--- config.mk ---
export PLATFORM = sky130hd
export DESIGN_NAME = dm_copy_engine
export DESIGN_NICKNAME = d
export VERILOG_FILES = /design/src/rtl/dm_copy_engine.sv
export SDC_FILE = /design/constraint.sdc
export NUM_CORES = 1
export LEC_CHECK = 0
export ABC_AREA = 1
export ABC_CLOCK_PERIOD_IN_PS = 3730
export CAP_MARGIN = 0
export CORE_AREA = 2 2 167 128
export DETAILED_ROUTE_END_ITERATION = 6
export DIE_AREA = 0 0 169 130
export GPL_TIMING_DRIVEN = 0
export PLACE_DENSITY = 0.7
export SLEW_MARGIN = 25
export SYNTH_ARGS = -nofsm -noshare
export SYNTH_HDL_FRONTEND = slang
export SYNTH_SLANG_ARGS = --single-unit
--- constraint.sdc ---
create_clock -name clk -period 3.73 [get_ports clk]
set_input_delay 0.746 -clock clk [delete_from_list [all_inputs] [get_ports clk]]
set_output_delay 0.746 -clock clk [all_outputs]
set_load 0.02 [all_outputs]
--- src/rtl/dm_copy_engine.sv ---
// Block copy/fill bus initiator for the single-ported data memory.
// Copies are overlap-safe: direction is picked at command time.
module dm_copy_engine #(
  parameter int AW = 16,
  parameter int DW = 16
) (
  input  logic          clk,
  input  logic          rst,
  input  logic          start,
  input  logic          mode,
  input  logic [AW-1:0] src_addr,
  input  logic [AW-1:0] dst_addr,
  input  logic [AW-1:0] len,
  input  logic [DW-1:0] fill_val,
  input  logic          gnt,
  input  logic [DW-1:0] rd_data,
  output logic [AW-1:0] addr,
  output logic          re,
  output logic          we,
  output logic [DW-1:0] wrt_data,
  output logic          busy,
  output logic          done
);

  typedef enum logic [2:0] {
    IDLE,
    RD,
    WR,
    FILL,
    DONE
  } state_t;

  state_t        state_q;
  logic [AW-1:0] sptr_q;
  logic [AW-1:0] dptr_q;
  logic [AW-1:0] cnt_q;
  logic [DW-1:0] buf_q;
  logic [DW-1:0] fill_q;
  logic          desc_q;

  logic [AW-1:0] diff;
  logic          desc;
  logic [AW-1:0] sptr_d;
  logic [AW-1:0] dptr_d;

  // Destination inside the source window: walk top-down.
  assign diff   = dst_addr - src_addr;
  assign desc   = !mode && (dst_addr != src_addr) && (diff < len);
  assign sptr_d = desc_q ? sptr_q - AW'(1) : sptr_q + AW'(1);
  assign dptr_d = desc_q ? dptr_q - AW'(1) : dptr_q + AW'(1);

  always_ff @(posedge clk or posedge rst) begin
    if (rst) begin
      state_q <= IDLE;
      sptr_q  <= '0;
      dptr_q  <= '0;
      cnt_q   <= '0;
      buf_q   <= '0;
      fill_q  <= '0;
      desc_q  <= 1'b0;
    end else begin
      unique case (state_q)
        IDLE: begin
          if (start) begin
            cnt_q  <= len;
            fill_q <= fill_val;
            desc_q <= desc;
            if (desc) begin
              sptr_q <= src_addr + len - AW'(1);
              dptr_q <= dst_addr + len - AW'(1);
            end else begin
              sptr_q <= src_addr;
              dptr_q <= dst_addr;
            end
            if (len == '0)  state_q <= DONE;
            else if (mode)  state_q <= FILL;
            else            state_q <= RD;
          end
        end
        RD: begin
          if (gnt) begin
            buf_q   <= rd_data;
            state_q <= WR;
          end
        end
        WR: begin
          if (gnt) begin
            cnt_q   <= cnt_q - AW'(1);
            sptr_q  <= sptr_d;
            dptr_q  <= dptr_d;
            state_q <= (cnt_q == AW'(1)) ? DONE : RD;
          end
        end
        FILL: begin
          if (gnt) begin
            cnt_q   <= cnt_q - AW'(1);
            dptr_q  <= dptr_q + AW'(1);
            state_q <= (cnt_q == AW'(1)) ? DONE : FILL;
          end
        end
        DONE: state_q <= IDLE;
        default: state_q <= IDLE;
      endcase
    end
  end

  always_comb begin
    addr     = '0;
    re       = 1'b0;
    we       = 1'b0;
    wrt_data = '0;
    unique case (state_q)
      RD: begin
        addr = sptr_q;
        re   = gnt;
      end
      WR: begin
        addr     = dptr_q;
        we       = gnt;
        wrt_data = buf_q;
      end
      FILL: begin
        addr     = dptr_q;
        we       = gnt;
        wrt_data = fill_q;
      end
      default: ;
    endcase
  end

  assign busy = (state_q != IDLE);
  assign done = (state_q == DONE);

endmodule

==> run summary, run 1 <==
The post-layout minimum cycle time is 3.74 ns. The count of maximum capacitance violations came out at 0. The tools report the data arrival at the endpoint of the critical path as 4.02 ns. The most common cell in the synthesized netlist is sky130_fd_sc_hd__nand2_1.

The run gives 8.43 mW as the post-route total power. Synthesis produced a netlist with a net count of 1731. The worst-case clock buffer depth is 2.

Yosys attributes the largest share of cell area to sky130_fd_sc_hd__dfrtp_1, sky130_fd_sc_hd__nand2_1, sky130_fd_sc_hd__ha_1, sky130_fd_sc_hd__inv_1, sky130_fd_sc_hd__nand3_1. The run gives 4.41 mW as the net switching component of the power. Of all cell types, the one taking the most synthesized area is sky130_fd_sc_hd__dfrtp_1. The run gives 30.5% as the global routing usage summed across all routing layers. The fill cell instance count of the final layout came out at 1916. Worst-path cell with the longest stage delay: sky130_fd_sc_hd__clkdlybuf4s15_1. Setup violations remaining at the end of the flow were counted as 3. In this run the standard cell core region covers 20600 µm². Summing all placed instances gives a cell area of 11100 µm². Grouping stages by cell kind, the critical path spends the most delay in compound AO/OA/AOI/OAI gates. For this run the aggregate overflow at the end of global routing stands at 0. The type of the tightest min-delay check is reg -> reg. The power density relative to cell area works out to 689 nW/µm². The sequential share of the synthesized area is 21.9%, and the number of flip-flops and latches in the synthesized netlist is 84. The run gives 52000 µm as the wire length of the first global-routing pass. The worst setup path is launched from an input pin.

The number of antenna violations at the first check in global routing is 0. At the pin with the least slew margin, the transition time is 0.799 ns. In this run the remaining antenna-violating nets after routing total 0.

The final-report hold violation count is 0, and the area share of the largest cell type after synthesis is 21.9%. The full die area is 22000 µm². Of the total power, the clock network draws 11.9%.

The tools report the clock tree root buffer cell as sky130_fd_sc_hd__clkbuf_16. From left edge to right edge, the die measures 169 µm. Post-synthesis cell type count: 41. For the post-route worst setup slack, the log shows -0.0120 ns. The routed length per placed instance is 17.6 µm. The setup path with the least slack is of type in -> reg. The clock net in this run drives a total of 84 sinks.

After the last flow step, the layout net total stands at 1895. The run gives 9580 µm² as the post-synthesis cell area. In this run the static leakage power is 6.29 nW. Measured along the y axis, the die boundary spans 130 µm. The worst max-slew margin expressed relative to the limit was 46.7%; the final-report max-slew violation count was 0. From synthesis to final layout, the design area changed by 27.6%. The number of search-and-repair iterations in the first detailed-routing pass is 6. For the boundary pin count, the log shows 121. Of all flip-flops after synthesis, the portion carrying an async set or reset was 100%.

The finished cells cover 12200 µm². In the synthesized netlist, the cells that appear most often are sky130_fd_sc_hd__nand2_1, sky130_fd_sc_hd__inv_1, sky130_fd_sc_hd__nor2_1. The run finished, with violations left. The number of CTS-inserted buffers is 9. The vias per cell was 5.57. Clock skew on the completed layout was measured at 0.00943 ns. At the end of routability-driven placement, the weighted congestion stood at 0.996. The share of total power dissipated in sequential elements is 20.8%. The highest cell delay on the worst timing path was 0.32 ns.

The signal on the critical path passes through clkdlybuf4s15_1 -> ha_4 -> nand3_1 -> nand2_2 -> nand3_2 -> nand4_1 -> a31oi_1 -> xor2_1 -> ha_1 -> a21oi_2 -> o21ai_2 -> a21oi_2 -> buf_4 -> nand3_4 -> buf_8 -> o211ai_1 -> nand2_1 -> nand2_1. Effective utilization at floorplan: 46.5%. The number of antenna diodes in the final layout is 0. The logs give 0 for the count of hold-fix buffers inserted at cts and 67.3% for the fraction of power consumed by combinational cells. The count of routing violations after the opening detailed-route iteration was 1331; the maximum clock frequency was 267 MHz. After legalization and detailed placement, the total HPWL measured 26600 µm.

The total via count in the routed design is 10969, and the number of synthesized flops with an enable pin is 0. Internal power comes to 4.02 mW. The tools report the number of global-route vias before repair as 9693. The number of port buffers was 120.

TritonCTS built the clock tree. The checks that failed: setup timing. Averaged over all synthesized cells, the footprint is 6.24 µm².

Together, buffers and inverters on the worst path number 3. For the worst-skew pair, the clock arrives at the later sink with an insertion delay of 0.34 ns. The clock-pin slew reported for the worst setup and hold paths after clock tree synthesis is 0.06 ns, and the post-detailed-routing wire length is 34700 µm. The H-tree generated during clock tree synthesis spans 3 levels.

The logs give 4.01 ns for the required time of the critical path and 1536 for the instance count of the mapped netlist. In the routed design, unresolved DRC markers number 0. The kind of capture point of the worst setup path is a flop. The worst-case IR drop observed on VDD is 0.000357 V.

For the total number of placement rows, the log shows 46. Entering global routing, the biggest net connects 54 pins. The proportion of total power due to net switching came out at 52.3%. Cells with a size suffix above 1 make up 10.9% of the layout.

In this run the worst path has a maximum fanout of 7. Share of the clock period used by the worst path after layout: 100%. For this run, the number of Yosys warnings is 0. Most common flop cell mapped by yosys: sky130_fd_sc_hd__dfrtp_1.
==> metal layers <==
layer	up-vias	global-route usage (%)	wire length, µm
li1	5291	-	-
met1	5105	45.6	15800
met2	506	44.8	14900
met3	67	5.76	3150
met4	0	8.85	849
met5	-	0	0
==> tightest hold or removal path, stage by stage, from the launching register on <==
cell and delay [ns]:
sky130_fd_sc_hd__dfrtp_1 0.35, sky130_fd_sc_hd__nand2_1 0.05, sky130_fd_sc_hd__nand2_1 0.05
==> worst paths after layout <==
check                                            from                      to  slack [ns]  cells past startpoint
worst min-delay path            fill_q[0]$_DFFE_PP0P_   fill_q[0]$_DFFE_PP0P_        0.48                      2
min in group asynchronous                         rst   dptr_q[5]$_DFFE_PP0P_        0.75                      2
worst max register to register     desc_q$_DFFE_PP0P_  sptr_q[14]$_DFFE_PP0P_        0.69                     12
worst max-delay path                      dst_addr[1]   dptr_q[9]$_DFFE_PP0P_       -0.01                     18
worst min register to register  fill_q[0]$_DFFE_PP0P_   fill_q[0]$_DFFE_PP0P_        0.48                      2
max in group asynchronous                         rst   sptr_q[5]$_DFFE_PP0P_        2.40                      3
==> power by group through the flow <==
| stage | sequential (mW) | clock [mW] | combinational, mW |
|---|---|---|---|
| global route | 1.81 | 1.04 | 6.26 |
| floorplan | 1.63 | 0 | 3.61 |
| global placement | 1.74 | 0 | 5.21 |
| detailed placement | 1.75 | 0 | 5.28 |
| CTS | 1.74 | 1.00 | 5.46 |
| finish | 1.76 | 1.00 | 5.67 |
==> layout make-up <==
type / instances / area, µm² / share of cell area [%]
Clock buffer: 10 / 239 / 1.95
Multi-Input combinational cell: 1150 / 6720 / 55.0
Sequential cell: 84 / 2100 / 17.2
Timing Repair Buffer: 153 / 1530 / 12.5
Tap cell: 264 / 330 / 2.70
Inverter: 264 / 996 / 8.15
Clock inverter: 5 / 85.1 / 0.696
Buffer: 38 / 225 / 1.84
==> repair_timing <==
| action | in CTS | in global routing |
|---|---|---|
| endpoints found under the setup margin | 39 | 39 |
| cloned | 2 | 0 |
| pin swaps | 24 | 39 |
| buffers inserted | 13 | 17 |
| gates resized for setup | 72 | 71 |
==> cells in the final DEF (no fill, tap or decap), types with 23 or more instances in the layout <==
cell and count:
sky130_fd_sc_hd__a21oi_1 88, sky130_fd_sc_hd__inv_1 238, sky130_fd_sc_hd__xor2_1 27, sky130_fd_sc_hd__buf_4 30, sky130_fd_sc_hd__o21ai_0 111, sky130_fd_sc_hd__inv_2 23, sky130_fd_sc_hd__nor2_1 124, sky130_fd_sc_hd__ha_1 93
sky130_fd_sc_hd__nand3_1 107, sky130_fd_sc_hd__clkdlybuf4s50_1 96, sky130_fd_sc_hd__nand2_1 400, sky130_fd_sc_hd__dfrtp_1 84
==> cells by family (layout without fill, tap and decap cells) <==
kind of cell               Yosys count  in the layout  share of synthesized area (%)
AOI/OAI and AO/OA                  274            274                           15.3
xor gates and xnor gates            43             43                           3.93
adders and majority gates          110            110                           14.7
DFF                                 84             84                           21.9
buffers and inverters              302            470                           12.5
and+or+nand+nor                    723            723                           31.7
==> registers in the layout, summed over array words and instances, names as in the netlist <==
register and cells:
sptr_q 16, fill_q 16, cnt_q 16, buf_q 16
desc_q 1, state_q 3, dptr_q 16
==> per-stage QoR <==
stage | utilization, % | worst slack (ns) | hold slack, ns | setup TNS, ns | std cells
floorplan | - | 0.339 | 0.442 | 0 | 1536
global placement | 53.9 | -0.893 | 0.461 | -83.82 | 1920
detailed placement | 54.1 | -0.944 | 0.465 | -25.72 | 1921
CTS | 57.7 | -0.0105 | 0.484 | -0.0141 | 1951
global route | 59.3 | -0.0857 | 0.539 | -0.616 | 1968
finish | 59.3 | -0.0120 | 0.484 | -0.0146 | 1968
Note: power is estimated with default switching activity, not from simulation.
==> run 2, diff against run 1 <==
--- a/config.mk
+++ b/config.mk
@@ -17,3 +17,4 @@
 export SYNTH_ARGS = -nofsm -noshare
 export SYNTH_HDL_FRONTEND = slang
 export SYNTH_SLANG_ARGS = --single-unit
+export TNS_END_PERCENT = 50
==> run 2 against run 1 <==
Net effect:
- count of clock-buffer cells in the layout unchanged
- fmax increased by 0.52%
- die area unchanged
- non-clock buffer count unchanged
- sequential power about the same
- power decreased by 0.20%
- largest cell class unchanged
- highest routed layer unchanged
- combinational power about the same
- the run now ends clean
- critical endpoint is now dptr_q[6]$_DFFE_PP0P_
- register-to-register slack about the same
- cell area decreased by 0.34%
- via count decreased by 0.73%
- sequential share of layout area increased by 0.058 points
==> run summary, run 2 (same netlist as run 1, synthesis figures left out) <==
The flow ran to the end, and the final reports show no timing, DRC or antenna violations. The logs give 1921 (unchanged) for the instance count after placement with tap cells included and 0 ns (was -0.0146 ns) for the final setup TNS. The tools report the number of antenna violations at the first check in global routing as 0 (unchanged). Worst-skew pair later-pin latency: 0.34 ns (about the same). The power density relative to cell area was 690 nW/µm² (was 689 nW/µm²); the largest net degree at the start of global routing was 54 (unchanged). The number of port buffers was 120 (unchanged).

The clock tree root buffer cell was sky130_fd_sc_hd__clkbuf_16 (unchanged). The post-detailed-routing wire length is 34500 µm (was 34700 µm). Kind of capture point of the worst setup path: a flop (unchanged). The post-route total power was 8.41 mW (was 8.43 mW); the clock-pin slew reported for the worst setup and hold paths after clock tree synthesis was 0.06 ns (about the same).

The post-synthesis to final-layout area growth came out at 27.2% (was 27.6%). For the total leakage power, the log shows 6.29 nW (about the same). The logs give 0 (unchanged) for the final-report max-slew violation count and 4.01 ns (about the same) for the required time of the critical path. The run gives 2 (unchanged) as the worst-case clock buffer depth. The run gives 10889 (was 10969) as the total via count in the routed design. The height of the die is 130 µm (unchanged).

Leading cell type in the layout, fill and taps excluded: sky130_fd_sc_hd__nand2_1 (unchanged). The run gives 26600 µm (unchanged) as the detailed-placement wirelength estimate. The post-route clock skew was 0.0101 ns (was 0.00943 ns).

The routability congestion estimate from global placement was 0.996 (unchanged); the boundary pin count was 121 (unchanged). The worst reg2reg path depth is 12 (unchanged), and the effective utilization at floorplan is 46.5% (unchanged). The tools report the H-tree level count as 3 (unchanged). Setup repair after global routing could not meet its margin everywhere. The run gives 9666 (was 9693) as the number of global-route vias before repair. The non-filler instance count after layout came out at 1968 (unchanged). The fraction of final layout cells sized beyond drive strength 1 is 10.3% (was 10.9%). The transition time at the pin with the least slew margin is 0.779 ns (was 0.799 ns).

For the maximum clock frequency, the log shows 269 MHz (was 267 MHz). The run gives 84 (unchanged) as the number of sinks handled by clock tree synthesis. Core footprint: 20600 µm² (unchanged). The share of the clock period used by the worst path after layout is 99.8% (was 100%), and the vias per cell is 5.53 (was 5.57). Worst max-slew margin expressed relative to the limit: 48.1% (was 46.7%). The logs give 0.000357 V (about the same) for the maximum ir drop on the vdd rail and 59.1% (was 59.3%) for the end-of-flow core utilization. The number of CTS-inserted buffers was 9 (unchanged); the number of remaining DRC errors was 0 (unchanged). The tools report the remaining number of nets flagged by the antenna check after routing as 0 (unchanged). The tools report the count of routing violations after the opening detailed-route iteration as 1199 (was 1331). The routed length per placed instance was 17.5 µm (was 17.6 µm); the count of hold-fix buffers inserted at cts was 0 (unchanged).

The number of search-and-repair iterations in the first detailed-routing pass was 6 (unchanged); the horizontal die dimension was 169 µm (unchanged). The post-layout minimum cycle time was 3.72 ns (was 3.74 ns); the net total in the final layout was 1895 (unchanged). The largest fanout of any net on the critical path works out to 7 (unchanged). Global routing usage summed across all routing layers: 30.5% (about the same). The instance count along the most critical hold path was 2 (unchanged).

The total number of placement rows came out at 46 (unchanged). Wire length of the first global-routing pass: 51900 µm (was 52000 µm). For the count of maximum capacitance violations, the log shows 0 (unchanged). The category of the most critical setup path was in -> reg (unchanged). Data arrival at the endpoint of the critical path: 4.00 ns (was 4.02 ns). The final-report hold violation count is 0 (unchanged). The setup violation total in the final timing report came out at 0 (was 3). TritonCTS built the clock tree. The worst hold slack came out at 0.481 ns (was 0.484 ns). The type of the tightest min-delay check was reg -> reg (unchanged). Most frequent cells in the layout: sky130_fd_sc_hd__nand2_1, sky130_fd_sc_hd__inv_1, sky130_fd_sc_hd__nor2_1 (unchanged). The full die area was 22000 µm² (unchanged).

The tools report the startpoint type of the worst setup path as an input pin (unchanged). The diode insertion count for antenna repair is 0 (unchanged). The run gives 0 (unchanged) as the overflow left after global routing.
## run 2: area by class of cell
cell class                      instances  area (µm²)
Timing Repair Buffer                  153        1540
Clock buffer                           10         239
Inverter                              264         996
Fill cell                            1922        8420
Multi-Input combinational cell       1150        6670
Tap cell                              264         330
Clock inverter                          5        85.1
Sequential cell                        84        2100
Buffer                                 38         225
## run 2: power breakdown
group | switching (mW) | internal (mW) | total [mW]
clock network | 0.395 | 0.606 | 1.00
logic | 3.61 | 2.05 | 5.65
registers | 0.394 | 1.36 | 1.76
## run 2: stage by stage
step                      area [µm²]  setup slack (ns)
after floorplan                 9580             0.339
after global placement         11100            -0.893
after detailed placement       11100            -0.944
after CTS                      11900           -0.0291
after global routing           12200           -0.0854
final                          12200           0.00720
## run 2: path summary, 6_finish.rpt
kind	start	endpoint	slack (ns)
min reg2reg	fill_q[0]$_DFFE_PP0P_	fill_q[0]$_DFFE_PP0P_	0.48
max reg2reg	desc_q$_DFFE_PP0P_	sptr_q[14]$_DFFE_PP0P_	0.70
max	dst_addr[2]	dptr_q[6]$_DFFE_PP0P_	0.007
max in group asynchronous	rst	sptr_q[5]$_DFFE_PP0P_	2.41
min in group asynchronous	rst	dptr_q[5]$_DFFE_PP0P_	0.75
min	fill_q[0]$_DFFE_PP0P_	fill_q[0]$_DFFE_PP0P_	0.48
## run 2: metal layers
layer	vias to the layer above	track usage (%)	wire length [µm]	part of all wire, %
met5	-	0	0	0
met4	0	7.69	859	2.5
met3	67	5.82	3090	9.0
met2	475	45.0	14700	43
met1	5051	45.6	15800	46
li1	5296	-	-	-
## run 2: critical path, stage by stage
cell and delay, ns:
sky130_fd_sc_hd__clkdlybuf4s15_1 0.29, sky130_fd_sc_hd__ha_4 0.32, sky130_fd_sc_hd__a21oi_2 0.16, sky130_fd_sc_hd__nand2_2 0.11
sky130_fd_sc_hd__a21boi_2 0.23, sky130_fd_sc_hd__o21ai_2 0.11, sky130_fd_sc_hd__a31oi_1 0.21, sky130_fd_sc_hd__xnor2_1 0.19
sky130_fd_sc_hd__ha_1 0.30, sky130_fd_sc_hd__a21oi_2 0.16, sky130_fd_sc_hd__o21ai_2 0.08, sky130_fd_sc_hd__a21oi_2 0.16
sky130_fd_sc_hd__buf_4 0.14, sky130_fd_sc_hd__nand3_4 0.15, sky130_fd_sc_hd__buf_8 0.18, sky130_fd_sc_hd__o211ai_1 0.30
sky130_fd_sc_hd__nand2_1 0.09, sky130_fd_sc_hd__nand2_1 0.07
## run 2: repair_timing
item | 4_1_cts | 5_1_grt
gates cloned | 2 | 0
endpoints found under the setup margin | 39 | 39
gates resized for setup | 61 | 70
setup buffers | 12 | 18
pin swaps | 19 | 38
==> run 3, diff against run 2 <==
==> constraint.sdc (replaced) <==
create_clock -name clk -period 3.73 [get_ports clk]
set_input_delay 0.5595 -clock clk [delete_from_list [all_inputs] [get_ports clk]]
set_output_delay 0.5595 -clock clk [all_outputs]
set_load 0.02 [all_outputs]
==> run 3 against run 2 <==
Net effect:
- the flow now finishes with violations (setup timing)
- combinational power is 2% lower
- worst setup slack got worse by 0.078 ns
- largest power group unchanged
- critical endpoint is now sptr_q[6]$_DFFE_PP0P_
- critical path type unchanged
- sequential cell count is the same
- non-clock buffer count down 20
==> run summary, run 3 (same netlist as run 1, synthesis figures left out) <==
The transition time at the pin with the least slew margin works out to 0.769 ns (was 0.779 ns). Overflow left after global routing: 0 (unchanged). Fraction of final layout cells sized beyond drive strength 1: 6.71% (was 10.3%). The worst-case clock buffer depth is 2 (unchanged), and the number of global-route vias before repair is 9502 (was 9666). For the total number of placement rows, the log shows 46 (unchanged).

The diode insertion count for antenna repair was 0 (unchanged). The routed length on met2 was 14100 µm (was 14700 µm); the number of port buffers was 120 (unchanged). The detailed-placement wirelength estimate was 26600 µm (unchanged); the full die area was 22000 µm² (unchanged). Post-layout minimum cycle time: 3.80 ns (was 3.72 ns). The type of the tightest min-delay check was reg -> reg (unchanged). The uppermost layer routed was met4 (unchanged). The setup violation total in the final timing report came out at 10 (was 0). The horizontal die dimension was 169 µm (unchanged); the met3 wirelength from detailed routing was 2680 µm (was 3090 µm).

The worst-path cell with the longest stage delay is sky130_fd_sc_hd__clkdlybuf4s50_1 (was sky130_fd_sc_hd__ha_4). The height of the die is 130 µm (unchanged). The clock tree root buffer cell is sky130_fd_sc_hd__clkbuf_16 (unchanged). The flow ran to the end, but the final reports show violations. Most frequent cells in the layout: sky130_fd_sc_hd__nand2_1, sky130_fd_sc_hd__inv_1, sky130_fd_sc_hd__nor2_1 (unchanged). Clock-pin slew reported for the worst setup and hold paths after clock tree synthesis: 0.06 ns (about the same). The number of CTS-inserted buffers was 9 (unchanged); the maximum clock frequency was 263 MHz (was 269 MHz).

The kind of capture point of the worst setup path was a flop (unchanged). The global routing usage summed across all routing layers was 30.1% (was 30.5%). The worst max-slew margin expressed relative to the limit is 48.7% (was 48.1%).

The run gives 0 (unchanged) as the final-report max-slew violation count. The checks that failed: setup timing. Total leakage power: 6.07 nW (was 6.29 nW).

The number of antenna violations at the first check in global routing was 0 (unchanged); the placed standard-cell area was 11100 µm² (unchanged). For the core footprint, the log shows 20600 µm² (unchanged). The largest fanout of any net on the critical path was 7 (unchanged). The logs give 57.2% (was 59.1%) for the end-of-flow core utilization and 1875 (was 1895) for the net total in the final layout. The required time of the critical path is 3.99 ns (was 4.01 ns), and the data arrival at the endpoint of the critical path is 4.06 ns (was 4.00 ns). The post-route cell area is 11800 µm² (was 12200 µm²). The routability congestion estimate from global placement was 0.996 (unchanged); the total via count in the routed design was 10716 (was 10889). The wire length of the first global-routing pass came out at 51300 µm (was 51900 µm).

The largest net degree at the start of global routing came out at 54 (unchanged). Fill cell instance count of the final layout: 2002 (was 1922). The startpoint type of the worst setup path is an input pin (unchanged). The category of the most critical setup path was in -> reg (unchanged). The boundary pin count came out at 121 (unchanged).

The setup slack at placement is -0.758 ns (was -0.944 ns). The power density relative to cell area is 702 nW/µm² (was 690 nW/µm²). TritonCTS built the clock tree. The logs give 46.5% (unchanged) for the effective utilization at floorplan and 0 (unchanged) for the remaining number of nets flagged by the antenna check after routing.

The post-route worst setup slack is -0.0705 ns (was 0.00720 ns). The vias per cell is 5.50 (was 5.53), and the number of sinks handled by clock tree synthesis is 84 (unchanged). The number of remaining DRC errors came out at 0 (unchanged).

The logs give 0.000354 V (was 0.000357 V) for the maximum ir drop on the vdd rail and 0.00942 ns (was 0.0101 ns) for the post-route clock skew. The post-synthesis to final-layout area growth is 23.0% (was 27.2%), and the post-detailed-routing wire length is 33400 µm (was 34500 µm). Cell-by-cell trace of the critical path: clkdlybuf4s50_1 -> inv_1 -> ha_4 -> a21oi_2 -> o21ai_0 -> nand2_1 -> nand4_1 -> a31oi_1 -> xor2_1 -> ha_1 -> a21oi_2 -> o21ai_1 -> a21oi_2 -> nand3_4 -> buf_8 -> buf_4 -> nand2_1 -> nand3_1 -> a21oi_1 (was clkdlybuf4s15_1 -> ha_4 -> a21oi_2 -> nand2_2 -> a21boi_2 -> o21ai_2 -> a31oi_1 -> xnor2_1 -> ha_1 -> a21oi_2 -> o21ai_2 -> a21oi_2 -> buf_4 -> nand3_4 -> buf_8 -> o211ai_1 -> nand2_1 -> nand2_1). The count of hold-fix buffers inserted at cts came out at 0 (unchanged).

The tools report the count of maximum capacitance violations as 0 (unchanged). The final setup TNS came out at -0.280 ns (was 0 ns). The final-report hold violation count was 0 (unchanged).

The number of search-and-repair iterations in the first detailed-routing pass is 6 (unchanged). The worst-skew pair later-pin latency is 0.35 ns (was 0.34 ns). The most used cell along the critical path is sky130_fd_sc_hd__a21oi_2 (unchanged).

The H-tree level count is 3 (unchanged). The routed length per placed instance came out at 17.1 µm (was 17.5 µm). The share of the clock period used by the worst path after layout was 102% (was 99.8%). The leading cell type in the layout, fill and taps excluded is sky130_fd_sc_hd__nand2_1 (unchanged).

The wire length on met1 is 16000 µm (was 15800 µm). The highest cell delay on the worst timing path works out to 0.47 ns (was 0.32 ns). For the count of routing violations after the opening detailed-route iteration, the log shows 1201 (was 1199).
==> run 3: final cells by class <==
type | instances | area, µm² | share of cell area, %
Inverter | 264 | 998 | 8.47
Timing Repair Buffer | 133 | 1340 | 11.4
Tap cell | 264 | 330 | 2.80
Multi-Input combinational cell | 1150 | 6460 | 54.8
Sequential cell | 84 | 2100 | 17.8
Buffer | 38 | 224 | 1.90
Clock buffer | 10 | 239 | 2.03
Clock inverter | 5 | 85.1 | 0.722
==> run 3: critical path: cells and delay by family <==
kind            cells  cell delay [ns]
fa+ha+maj           2             0.55
buf+inv             4             0.90
compound gates      7             1.17
xor+xnor            1             0.18
simple gates        5             0.68
==> run 3: power breakdown <==
| part | leakage (nW) | switching (mW) | internal, mW |
|---|---|---|---|
| sequential | 1.01 | 0.393 | 1.36 |
| clock | 0.155 | 0.398 | 0.606 |
| combinational | 4.90 | 3.54 | 1.97 |
==> run 3: what timing repair did <==
| action | 4_1_cts | 5_1_grt |
|---|---|---|
| cloned | 1 | 0 |
| setup endpoints to repair | 33 | 42 |
| resized for setup | 13 | 51 |
| buffers inserted | 4 | 7 |
| pin swaps | 6 | 18 |
==> run 3: through the flow <==
step           power (mW)  std cells  hold WS [ns]
4_1_cts              8.08       1941         0.484
5_1_grt              8.97       1948         0.539
3_3_place_gp         6.95       1920         0.461
2_1_floorplan        5.24       1536         0.442
6_report             8.27       1948         0.484
3_5_place_dp         7.04       1921         0.465
==> run 3: path summary, 6_finish.rpt <==
kind / start / end / slack, ns / cells after the start
hold / removal: fill_q[0]$_DFFE_PP0P_ / fill_q[0]$_DFFE_PP0P_ / 0.48 / 2
max in group asynchronous: rst / fill_q[9]$_DFFE_PP0P_ / 2.59 / 3
setup / recovery: src_addr[6] / sptr_q[6]$_DFFE_PP0P_ / -0.07 / 19
min in group asynchronous: rst / dptr_q[5]$_DFFE_PP0P_ / 0.56 / 2
hold reg to reg: fill_q[0]$_DFFE_PP0P_ / fill_q[0]$_DFFE_PP0P_ / 0.48 / 2
setup reg to reg: desc_q$_DFFE_PP0P_ / sptr_q[14]$_DFFE_PP0P_ / 0.73 / 12
==> run 3: routing by layer <==
metal  global-route usage (%)  up-vias
met5                        0        -
met4                     6.44        0
met3                     5.43       46
met2                     44.8      452
met1                     45.5     4959
li1                         -     5259
